--- src/rtl/ptp_clock_ctrl_pkg.sv ---
// Shared definitions for the PTP clock controller: request and FSM encodings,
// the nanoseconds-per-second constant and the 96-bit timestamp field layout.
package ptp_clock_ctrl_pkg;

   typedef enum logic [1:0] {
      REQ_SET_TIME   = 2'd0,
      REQ_OFFSET     = 2'd1,
      REQ_SET_PERIOD = 2'd2,
      REQ_RESERVED   = 2'd3
   } req_type_e;

   typedef enum logic [2:0] {
      IDLE      = 3'd0,
      DECODE    = 3'd1,
      STEP_CALC = 3'd2,
      ISSUE     = 3'd3,
      SLEW_WAIT = 3'd4
   } state_e;

   localparam longint NS_PER_SEC = 64'sd1_000_000_000;

   // Timestamp layout: {sec[47:0], ns[31:0], fns[15:0]}
   localparam int TS_W       = 96;
   localparam int TS_FNS_LSB = 0;
   localparam int TS_FNS_W   = 16;
   localparam int TS_NS_LSB  = 16;
   localparam int TS_NS_W    = 32;
   localparam int TS_SEC_LSB = 48;
   localparam int TS_SEC_W   = 48;

   // Period payload layout: {ns[3:0], fns[15:0]} in the low 20 bits
   localparam int PER_FNS_LSB = 0;
   localparam int PER_NS_LSB  = 16;

endpackage

--- src/rtl/ptp_clock_ctrl_if.sv ---
// Bundle of request handshakes, clock time input and command outputs between
// the requesters/clock (master) and the PTP clock controller (slave).
interface ptp_clock_ctrl_if;
   import ptp_clock_ctrl_pkg::*;

   logic            req0_valid;
   logic            req0_ready;
   logic [1:0]      req0_type;
   logic [TS_W-1:0] req0_data;
   logic            req1_valid;
   logic            req1_ready;
   logic [1:0]      req1_type;
   logic [TS_W-1:0] req1_data;

   logic [TS_W-1:0] ts_96;
   logic            adj_active;

   logic [TS_W-1:0] set_ts_96;
   logic            set_ts_96_valid;
   logic [3:0]      set_period_ns;
   logic [15:0]     set_period_fns;
   logic            set_period_valid;
   logic [3:0]      adj_ns;
   logic [15:0]     adj_fns;
   logic [31:0]     adj_count;
   logic            adj_valid;
   logic            busy;
   logic            err;
   logic            grant;

   modport master (
      output req0_valid, req0_type, req0_data,
      output req1_valid, req1_type, req1_data,
      output ts_96, adj_active,
      input  req0_ready, req1_ready,
      input  set_ts_96, set_ts_96_valid,
      input  set_period_ns, set_period_fns, set_period_valid,
      input  adj_ns, adj_fns, adj_count, adj_valid,
      input  busy, err, grant
   );

   modport slave (
      input  req0_valid, req0_type, req0_data,
      input  req1_valid, req1_type, req1_data,
      input  ts_96, adj_active,
      output req0_ready, req1_ready,
      output set_ts_96, set_ts_96_valid,
      output set_period_ns, set_period_fns, set_period_valid,
      output adj_ns, adj_fns, adj_count, adj_valid,
      output busy, err, grant
   );

endinterface

--- src/rtl/ptp_ts_add_ns.sv ---
// Combinational add of a signed ns offset to a 96-bit timestamp with a single
// second carry/borrow; sec wraps modulo 2^48 and fns passes through.
module ptp_ts_add_ns
   import ptp_clock_ctrl_pkg::*;
#(
   parameter int OFFSET_W = 32
)(
   input  logic [TS_W-1:0]            ts_in,
   input  logic signed [OFFSET_W-1:0] offset,
   output logic [TS_W-1:0]            ts_out
);

   logic signed [63:0]  ns_sum;
   logic signed [63:0]  ns_fix;
   logic [TS_SEC_W-1:0] sec_in;
   logic [TS_SEC_W-1:0] sec_fix;

   // Callers keep |offset| below one second, so one correction is enough.
   always_comb begin
      sec_in  = ts_in[TS_SEC_LSB +: TS_SEC_W];
      ns_sum  = 64'(signed'({1'b0, ts_in[TS_NS_LSB +: TS_NS_W]})) + 64'(offset);
      ns_fix  = ns_sum;
      sec_fix = sec_in;
      if (ns_sum >= NS_PER_SEC) begin
         ns_fix  = ns_sum - NS_PER_SEC;
         sec_fix = sec_in + TS_SEC_W'(1);
      end else if (ns_sum < 64'sd0) begin
         ns_fix  = ns_sum + NS_PER_SEC;
         sec_fix = sec_in - TS_SEC_W'(1);
      end
      ts_out = {sec_fix, ns_fix[TS_NS_W-1:0], ts_in[TS_FNS_LSB +: TS_FNS_W]};
   end

endmodule

--- src/rtl/ptp_clock_ctrl.sv ---
// PTP clock controller: arbitrates two requesters and turns set-time, set-period
// and offset requests into step, slew or load commands for the local clock.
module ptp_clock_ctrl
   import ptp_clock_ctrl_pkg::*;
#(
   parameter int OFFSET_W    = 32,
   parameter int STEP_THRESH = 1000
)(
   input logic             clk,
   input logic             rst,
   ptp_clock_ctrl_if.slave bus
);

   localparam logic [63:0] THRESH_U = 64'(STEP_THRESH);
   localparam logic [63:0] NS_U     = 64'(NS_PER_SEC);

   // One extra bit so the most-negative offset has a representable magnitude.
   function automatic logic [OFFSET_W:0] abs_mag(input logic signed [OFFSET_W-1:0] v);
      logic signed [OFFSET_W:0] w;
      w = {v[OFFSET_W-1], v};
      return w[OFFSET_W] ? $unsigned(-w) : $unsigned(w);
   endfunction

   state_e                     state;
   state_e                     state_next;
   req_type_e                  type_p0;
   logic [TS_W-1:0]            data_p0;
   logic signed [OFFSET_W-1:0] offset_p0;
   logic [OFFSET_W:0]          mag_p0;
   logic [63:0]                mag64_p0;
   logic                       off_zero;
   logic                       off_err;
   logic                       off_step;
   logic                       off_slew;
   logic                       is_slew;

   logic                       win;
   logic                       idle_ok;
   logic                       xfer;
   logic                       grant_r;
   logic                       wait_armed;
   logic [TS_W-1:0]            step_ts;

   logic [TS_W-1:0]            set_ts_r;
   logic [3:0]                 per_ns_r;
   logic [15:0]                per_fns_r;
   logic [3:0]                 adj_ns_r;
   logic [15:0]                adj_fns_r;
   logic [31:0]                adj_count_r;
   logic                       set_ts_vld;
   logic                       per_vld;
   logic                       adj_vld;
   logic                       err_c;

   // Round-robin: on a tie the requester that did not win last time goes next.
   always_comb begin
      if (bus.req0_valid && bus.req1_valid) win = ~grant_r;
      else                                  win = bus.req1_valid;
   end

   assign idle_ok        = (state == IDLE) && !rst;
   assign bus.req0_ready = idle_ok && bus.req0_valid && !win;
   assign bus.req1_ready = idle_ok && bus.req1_valid && win;
   assign xfer           = (bus.req0_valid && bus.req0_ready) ||
                           (bus.req1_valid && bus.req1_ready);

   // Stage p0: request captured on the transfer cycle
   always_ff @(posedge clk or posedge rst) begin
      if (rst) begin
         grant_r <= 1'b1;
         type_p0 <= REQ_SET_TIME;
         data_p0 <= '0;
      end else if (xfer) begin
         grant_r <= win;
         type_p0 <= req_type_e'(win ? bus.req1_type : bus.req0_type);
         data_p0 <= win ? bus.req1_data : bus.req0_data;
      end
   end

   assign offset_p0 = signed'(data_p0[OFFSET_W-1:0]);
   assign mag_p0    = abs_mag(offset_p0);
   assign mag64_p0  = 64'(mag_p0);
   assign off_zero  = (mag64_p0 == 64'd0);
   assign off_err   = (mag64_p0 >= NS_U);
   assign off_step  = !off_err && (mag64_p0 >= THRESH_U);
   assign off_slew  = !off_err && !off_zero && (mag64_p0 < THRESH_U);
   assign is_slew   = (type_p0 == REQ_OFFSET) && off_slew;

   ptp_ts_add_ns #(.OFFSET_W(OFFSET_W)) u_ts_add (
      .ts_in  (bus.ts_96),
      .offset (offset_p0),
      .ts_out (step_ts)
   );

   always_ff @(posedge clk or posedge rst) begin
      if (rst) state <= IDLE;
      else     state <= state_next;
   end

   always_comb begin
      state_next = state;
      set_ts_vld = 1'b0;
      per_vld    = 1'b0;
      adj_vld    = 1'b0;
      err_c      = 1'b0;
      case (state)
         IDLE: begin
            if (xfer) state_next = DECODE;
         end
         DECODE: begin
            case (type_p0)
               REQ_SET_TIME, REQ_SET_PERIOD: state_next = ISSUE;
               REQ_OFFSET: begin
                  if (off_err) begin
                     err_c      = 1'b1;
                     state_next = IDLE;
                  end else if (off_zero) begin
                     state_next = IDLE;
                  end else if (off_step) begin
                     state_next = STEP_CALC;
                  end else begin
                     state_next = ISSUE;
                  end
               end
               default: begin
                  err_c      = 1'b1;
                  state_next = IDLE;
               end
            endcase
         end
         STEP_CALC: state_next = ISSUE;
         ISSUE: begin
            if (is_slew) begin
               adj_vld    = 1'b1;
               state_next = SLEW_WAIT;
            end else if (type_p0 == REQ_SET_PERIOD) begin
               per_vld    = 1'b1;
               state_next = IDLE;
            end else begin
               set_ts_vld = 1'b1;
               state_next = IDLE;
            end
         end
         // The first wait cycle is skipped: the clock may not yet reflect adj_valid.
         SLEW_WAIT: begin
            if (wait_armed && !bus.adj_active) state_next = IDLE;
         end
         default: state_next = IDLE;
      endcase
   end

   // Stage p1: command registers, loaded on entry to ISSUE and held afterwards
   always_ff @(posedge clk or posedge rst) begin
      if (rst) begin
         wait_armed  <= 1'b0;
         set_ts_r    <= '0;
         per_ns_r    <= '0;
         per_fns_r   <= '0;
         adj_ns_r    <= '0;
         adj_fns_r   <= '0;
         adj_count_r <= '0;
      end else begin
         wait_armed <= (state == SLEW_WAIT);
         if (state == DECODE && state_next == ISSUE) begin
            case (type_p0)
               REQ_SET_TIME: set_ts_r <= data_p0;
               REQ_SET_PERIOD: begin
                  per_ns_r  <= data_p0[PER_NS_LSB +: 4];
                  per_fns_r <= data_p0[PER_FNS_LSB +: 16];
               end
               default: begin
                  adj_ns_r    <= offset_p0[OFFSET_W-1] ? 4'hF : 4'h1;
                  adj_fns_r   <= '0;
                  adj_count_r <= 32'(mag_p0);
               end
            endcase
         end
         if (state == STEP_CALC) set_ts_r <= step_ts;
      end
   end

   assign bus.set_ts_96        = set_ts_r;
   assign bus.set_ts_96_valid  = set_ts_vld;
   assign bus.set_period_ns    = per_ns_r;
   assign bus.set_period_fns   = per_fns_r;
   assign bus.set_period_valid = per_vld;
   assign bus.adj_ns           = adj_ns_r;
   assign bus.adj_fns          = adj_fns_r;
   assign bus.adj_count        = adj_count_r;
   assign bus.adj_valid        = adj_vld;
   assign bus.err              = err_c;
   assign bus.busy             = (state != IDLE);
   assign bus.grant            = grant_r;

endmodule

--- src/flat_wrapper.sv ---
// flat-port wrapper written by rule: the top's interface ports become plain ports
module ptp_clock_ctrl_flat import ptp_clock_ctrl_pkg::*;
#(
   parameter int OFFSET_W    = 32,
   parameter int STEP_THRESH = 1000
)
  (clk, rst, bus_req0_valid, bus_req0_type, bus_req0_data, bus_req1_valid, bus_req1_type, bus_req1_data, bus_ts_96, bus_adj_active, bus_req0_ready, bus_req1_ready, bus_set_ts_96, bus_set_ts_96_valid, bus_set_period_ns, bus_set_period_fns, bus_set_period_valid, bus_adj_ns, bus_adj_fns, bus_adj_count, bus_adj_valid, bus_busy, bus_err, bus_grant);
  ptp_clock_ctrl_if bus_i ();
  input logic clk;
  input logic rst;
  input wire logic [$bits(bus_i.req0_valid)-1:0] bus_req0_valid;
  input wire logic [$bits(bus_i.req0_type)-1:0] bus_req0_type;
  input wire logic [$bits(bus_i.req0_data)-1:0] bus_req0_data;
  input wire logic [$bits(bus_i.req1_valid)-1:0] bus_req1_valid;
  input wire logic [$bits(bus_i.req1_type)-1:0] bus_req1_type;
  input wire logic [$bits(bus_i.req1_data)-1:0] bus_req1_data;
  input wire logic [$bits(bus_i.ts_96)-1:0] bus_ts_96;
  input wire logic [$bits(bus_i.adj_active)-1:0] bus_adj_active;
  output wire logic [$bits(bus_i.req0_ready)-1:0] bus_req0_ready;
  output wire logic [$bits(bus_i.req1_ready)-1:0] bus_req1_ready;
  output wire logic [$bits(bus_i.set_ts_96)-1:0] bus_set_ts_96;
  output wire logic [$bits(bus_i.set_ts_96_valid)-1:0] bus_set_ts_96_valid;
  output wire logic [$bits(bus_i.set_period_ns)-1:0] bus_set_period_ns;
  output wire logic [$bits(bus_i.set_period_fns)-1:0] bus_set_period_fns;
  output wire logic [$bits(bus_i.set_period_valid)-1:0] bus_set_period_valid;
  output wire logic [$bits(bus_i.adj_ns)-1:0] bus_adj_ns;
  output wire logic [$bits(bus_i.adj_fns)-1:0] bus_adj_fns;
  output wire logic [$bits(bus_i.adj_count)-1:0] bus_adj_count;
  output wire logic [$bits(bus_i.adj_valid)-1:0] bus_adj_valid;
  output wire logic [$bits(bus_i.busy)-1:0] bus_busy;
  output wire logic [$bits(bus_i.err)-1:0] bus_err;
  output wire logic [$bits(bus_i.grant)-1:0] bus_grant;
  assign bus_i.req0_valid = bus_req0_valid;
  assign bus_i.req0_type = bus_req0_type;
  assign bus_i.req0_data = bus_req0_data;
  assign bus_i.req1_valid = bus_req1_valid;
  assign bus_i.req1_type = bus_req1_type;
  assign bus_i.req1_data = bus_req1_data;
  assign bus_i.ts_96 = bus_ts_96;
  assign bus_i.adj_active = bus_adj_active;
  assign bus_req0_ready = bus_i.req0_ready;
  assign bus_req1_ready = bus_i.req1_ready;
  assign bus_set_ts_96 = bus_i.set_ts_96;
  assign bus_set_ts_96_valid = bus_i.set_ts_96_valid;
  assign bus_set_period_ns = bus_i.set_period_ns;
  assign bus_set_period_fns = bus_i.set_period_fns;
  assign bus_set_period_valid = bus_i.set_period_valid;
  assign bus_adj_ns = bus_i.adj_ns;
  assign bus_adj_fns = bus_i.adj_fns;
  assign bus_adj_count = bus_i.adj_count;
  assign bus_adj_valid = bus_i.adj_valid;
  assign bus_busy = bus_i.busy;
  assign bus_err = bus_i.err;
  assign bus_grant = bus_i.grant;
  ptp_clock_ctrl #(.OFFSET_W(OFFSET_W), .STEP_THRESH(STEP_THRESH)) u_core (.clk(clk), .rst(rst), .bus(bus_i));
endmodule
--- config.mk ---
export PLATFORM = sky130hd
export DESIGN_NAME = ptp_clock_ctrl_flat
export DESIGN_NICKNAME = d
export VERILOG_FILES = /design/src/rtl/ptp_clock_ctrl_pkg.sv /design/src/rtl/ptp_clock_ctrl_if.sv /design/src/rtl/ptp_ts_add_ns.sv /design/src/rtl/ptp_clock_ctrl.sv /design/src/flat_wrapper.sv
export SDC_FILE = /design/constraint.sdc
export NUM_CORES = 1
export LEC_CHECK = 0
export ABC_AREA = 1
export CORE_ASPECT_RATIO = 1.5
export CORE_UTILIZATION = 57
export CTS_BUF_LIST = sky130_fd_sc_hd__clkbuf_8
export CTS_CLUSTER_SIZE = 24
export DETAILED_ROUTE_END_ITERATION = 6
export PLACE_DENSITY = 0.89
export REMOVE_ABC_BUFFERS = 1
export SYNTH_ARGS = -nofsm -noshare
export SYNTH_HDL_FRONTEND = slang
export SYNTH_SLANG_ARGS = --single-unit
--- constraint.sdc ---
create_clock -name clk -period 11.4 [get_ports clk]
set_input_delay 1.14 -clock clk [delete_from_list [all_inputs] [get_ports clk]]
set_output_delay 1.14 -clock clk [all_outputs]
set_load 0.1 [all_outputs]
==> impl_metrics.yaml <==
route:
  totalWireLength_um: 86900
  drt_iter0_markers: 2178
  vias_per_cell: 5.80
  ant_nets: 0
  num_vias: 24900
  dr.pass1.iters: 7
  wl_per_cell_um: 20.3
  drc: 0
critical_path:
  worst-endpoint-required_ps: 10260
  start_kind: "flop"
  r2r_cells: 23
  cp-end-kind: "output pin"
  worstReg2RegEnd: "u_core.bus.set_ts_96[46]$_DFFE_PP0P_"
  critPathKind: "reg2out"
  critPathMaxFanout: 15
  regToRegSetupSlack_ps: 6750
  critPathArrivalTime_ps: 4890
  rr_startpoint: "u_core.data_p0[0]$_DFFE_PP0P_"
sta:
  timing.fmax_ghz: 0.166
  worst_slew_pin_slew_ps: 1180
  slew_headroom_pct: 21.1
  setup_violations: 0
  fin_crit_ps: 6030
  hold_viol: 0
  rsz0062_at_grt: "no"
  slew_violations: 0
  setup_tns_ps: 0
  skew_ps: 37.8
  worst_slack_ps: 5370
  min_period_over_period_pct: 52.9
  timing.hold.ws_ps: 472
cts:
  path_clk_slew_ps: 70
  cts_made_buffers: 41
  cts_tree: "yes"
  cts-htree-levels: 2
  root_buffer: "clkbuf_8"
  cts.repair.resized: 0
  cts_hold_buf: 0
  post-cts-setup-buffers: 0
  cts_max_path_buffers: 3
  cts.sinks: 253
  worstSkewPairLatency_ps: 630
logic_synthesis:
  synth_enable_flop_cells: 0
  yosys_register_bits: 253
  synth_compound_area_share_pct: 8.05
  synth_top_family_by_area: "simple AND/OR/NAND/NOR gates"
  ys_warn_count: 0
  synth_area_sq_mm: 0.0206
  syn_inst: 3395
  ys.flop_type: "dfrtp_1"
  synthAdderAreaFrac_pct: 2.40
  synthSimpleGateAreaFrac_pct: 43.6
  synth.avg_cell_area_sq_um: 6.07
  async_reset_ff_share_pct: 100
  synthXorXnorAreaFrac_pct: 5.48
  synth_seq_area_share_pct: 30.7
  synthMuxAreaShare_pct: 0.109
  post_synth_num_cell_types: 49
floorplan:
  die-area_sq_mm: 0.0370
  core.rowCount: 85
  ios: 473
  die_x_um: 157
  chipHeight_um: 235
  initial_utilization_pct: 57.7
  coreArea_sq_mm: 0.0357
final_layout:
  drive_gt1_share_pct: 3.83
  areaGrowthSynthToFinish_pct: 27.2
  final_cells: 4292
  nets: 4115
  final_area_sq_mm: 0.0262
pwr:
  vdd_drop_max_uv: 306
  leakage_nw: 12.9
  intPower_mw: 3.39
  net-switching-power_mw: 5.45
  p_comb_share_pct: 70.2
  power.density_mw_per_mm2: 337
  clkPwrFrac_pct: 10.4
  switching_share_pct: 61.7
  pwr-share-seq_pct: 19.4
placement:
  place_ws_ps: 5770
  dpl_cell_area_sq_mm: 0.0253
  port_buffers: 456
  place.gp.congestion: 1.08
  place_inst: 4214
  place_hpwl_um: 64800
global_route:
  grt.busiest_layer: "met2"
  grt_pass1_wl_um: 134000
  antenna_found_initial: 2
  grtUsageMet3_pct: 11.1
  grt_usage_pct: 47.4
  met2_usage_pct: 79.3
  use_met1_pct: 46.9
  grt_max_degree: 123
  grt_pass1_vias: 24800
  grt_overflow: 0
job:
  maxCapViolations: 0
run_status:
  status: "finished clean"
min_path:
  hp-start: "u_core.bus.adj_count[16]$_DFFE_PP0P_"
  min_path_cells: 2
  hold_end: "u_core.bus.adj_count[16]$_DFFE_PP0P_"
  min_path_type: "reg2reg"
synth_stat cells (46+ instances only):
master | instances | share of area [%]
xor2_1 | 125 | 5.3
nor2_1 | 409 | 7.4
nand2_1 | 1369 | 25
clkbuf_1 | 96 | 1.7
nor3_1 | 46 | 1.1
nand3_1 | 241 | 5.8
nand4_1 | 63 | 1.9
dfrtp_1 | 252 | 31
o21ai_0 | 109 | 2.6
inv_1 | 335 | 6.1
a31oi_1 | 98 | 3.0
cell families after synthesis:
logic type               count (synthesis)
XOR/XNOR                               129
flip-flops                             253
buffers and inverters                  491
multiplexers                             2
AO/OA/AOI/OAI                          287
AND/OR/NAND/NOR                       2193
other                                    1
adder cells (fa/ha/maj)                 39
metal layers:
layer  part of all wire, %  vias to the layer above
met4                    12                        0
met1                    32                    11300
met3                   9.4                      571
li1                      -                    11500
met2                    47                     1558
met5                     0                        -
stage by stage:
stage          total power [mW]  utilization (%)
6_report                   8.85             73.4
3_3_place_gp               7.63             70.8
2_1_floorplan              5.98                -
5_1_grt                    9.39             73.4
3_5_place_dp               7.73             70.8
4_1_cts                    8.70             73.4
power by group through the flow:
stage,Combinational [mW],Clock [mW],Sequential (mW)
final,6.21,0.919,1.72
after global placement,5.96,0,1.67
after global routing,6.70,0.955,1.73
after detailed placement,6.05,0,1.68
after floorplan,3.01,0,2.97
after CTS,6.11,0.912,1.68
worst max path at each step:
stage	startpoint	endpoint	cells past startpoint
floorplan	rst	u_core.bus.adj_count[0]$_DFFE_PP0P_	1
global placement	bus_ts_96[16]	u_core.bus.set_ts_96[94]$_DFFE_PP0P_	24
detailed placement	bus_ts_96[16]	u_core.bus.set_ts_96[46]$_DFFE_PP0P_	24
CTS	u_core.data_p0[1]$_DFFE_PP0P_	bus_set_ts_96_valid	17
global route	u_core.data_p0[1]$_DFFE_PP0P_	bus_set_ts_96_valid	15
finish	u_core.data_p0[1]$_DFFE_PP0P_	bus_set_ts_96_valid	17
registers in the layout, indices dropped and copies added (netlist names):
register                   flops
u_core.bus.set_period_ns       4
u_core.bus.adj_count          32
u_core.bus.adj_ns              2
u_core.type_p0                 2
u_core.bus.grant               1
u_core.bus.set_ts_96          96
u_core.wait_armed              1
u_core.bus.set_period_fns     16
u_core.data_p0                96
u_core.state                   3
worst max-delay path: stages, from the launching register on:
cell	delay (ps)
dfrtp_1	420
inv_1	330
ha_1	310
inv_1	100
nor2_1	290
nand4_1	200
nand2_1	190
nand2_1	70
nand2_1	60
nand3_1	100
inv_1	110
nand3_1	100
nor2_1	140
nand3_1	140
nand3_2	150
nor2_4	100
a211oi_1	250
clkdlybuf4s50_1	1220
layout by cell type (no fill, tap or decap), types with 38 or more instances in the layout:
| cell type | synthesis | layout |
|---|---|---|
| ha_1 | 38 | 38 |
| nor2_1 | 409 | 409 |
| nor3_1 | 46 | 45 |
| a31oi_1 | 98 | 98 |
| dfrtp_1 | 252 | 252 |
| xor2_1 | 125 | 125 |
| nand4_1 | 63 | 63 |
| nand3_1 | 241 | 241 |
| o21ai_0 | 109 | 109 |
| inv_1 | 335 | 344 |
| a21oi_1 | 38 | 38 |
| clkbuf_8 | 0 | 49 |
| clkdlybuf4s50_1 | 0 | 456 |
| nand2_1 | 1369 | 1367 |
cell type report:
| cell class | count | area (sq um) |
|---|---|---|
| well taps | 478 | 598 |
| repair buffers | 475 | 4710 |
| diodes | 3 | 7.51 |
| clock inverters | 26 | 240 |
| multi-input cells | 2666 | 12400 |
| inverters | 342 | 1290 |
| clock buffers | 49 | 674 |
| flip-flops and latches | 253 | 6330 |
| fillers | 2814 | 9510 |
(Power assumes the default switching activity.)
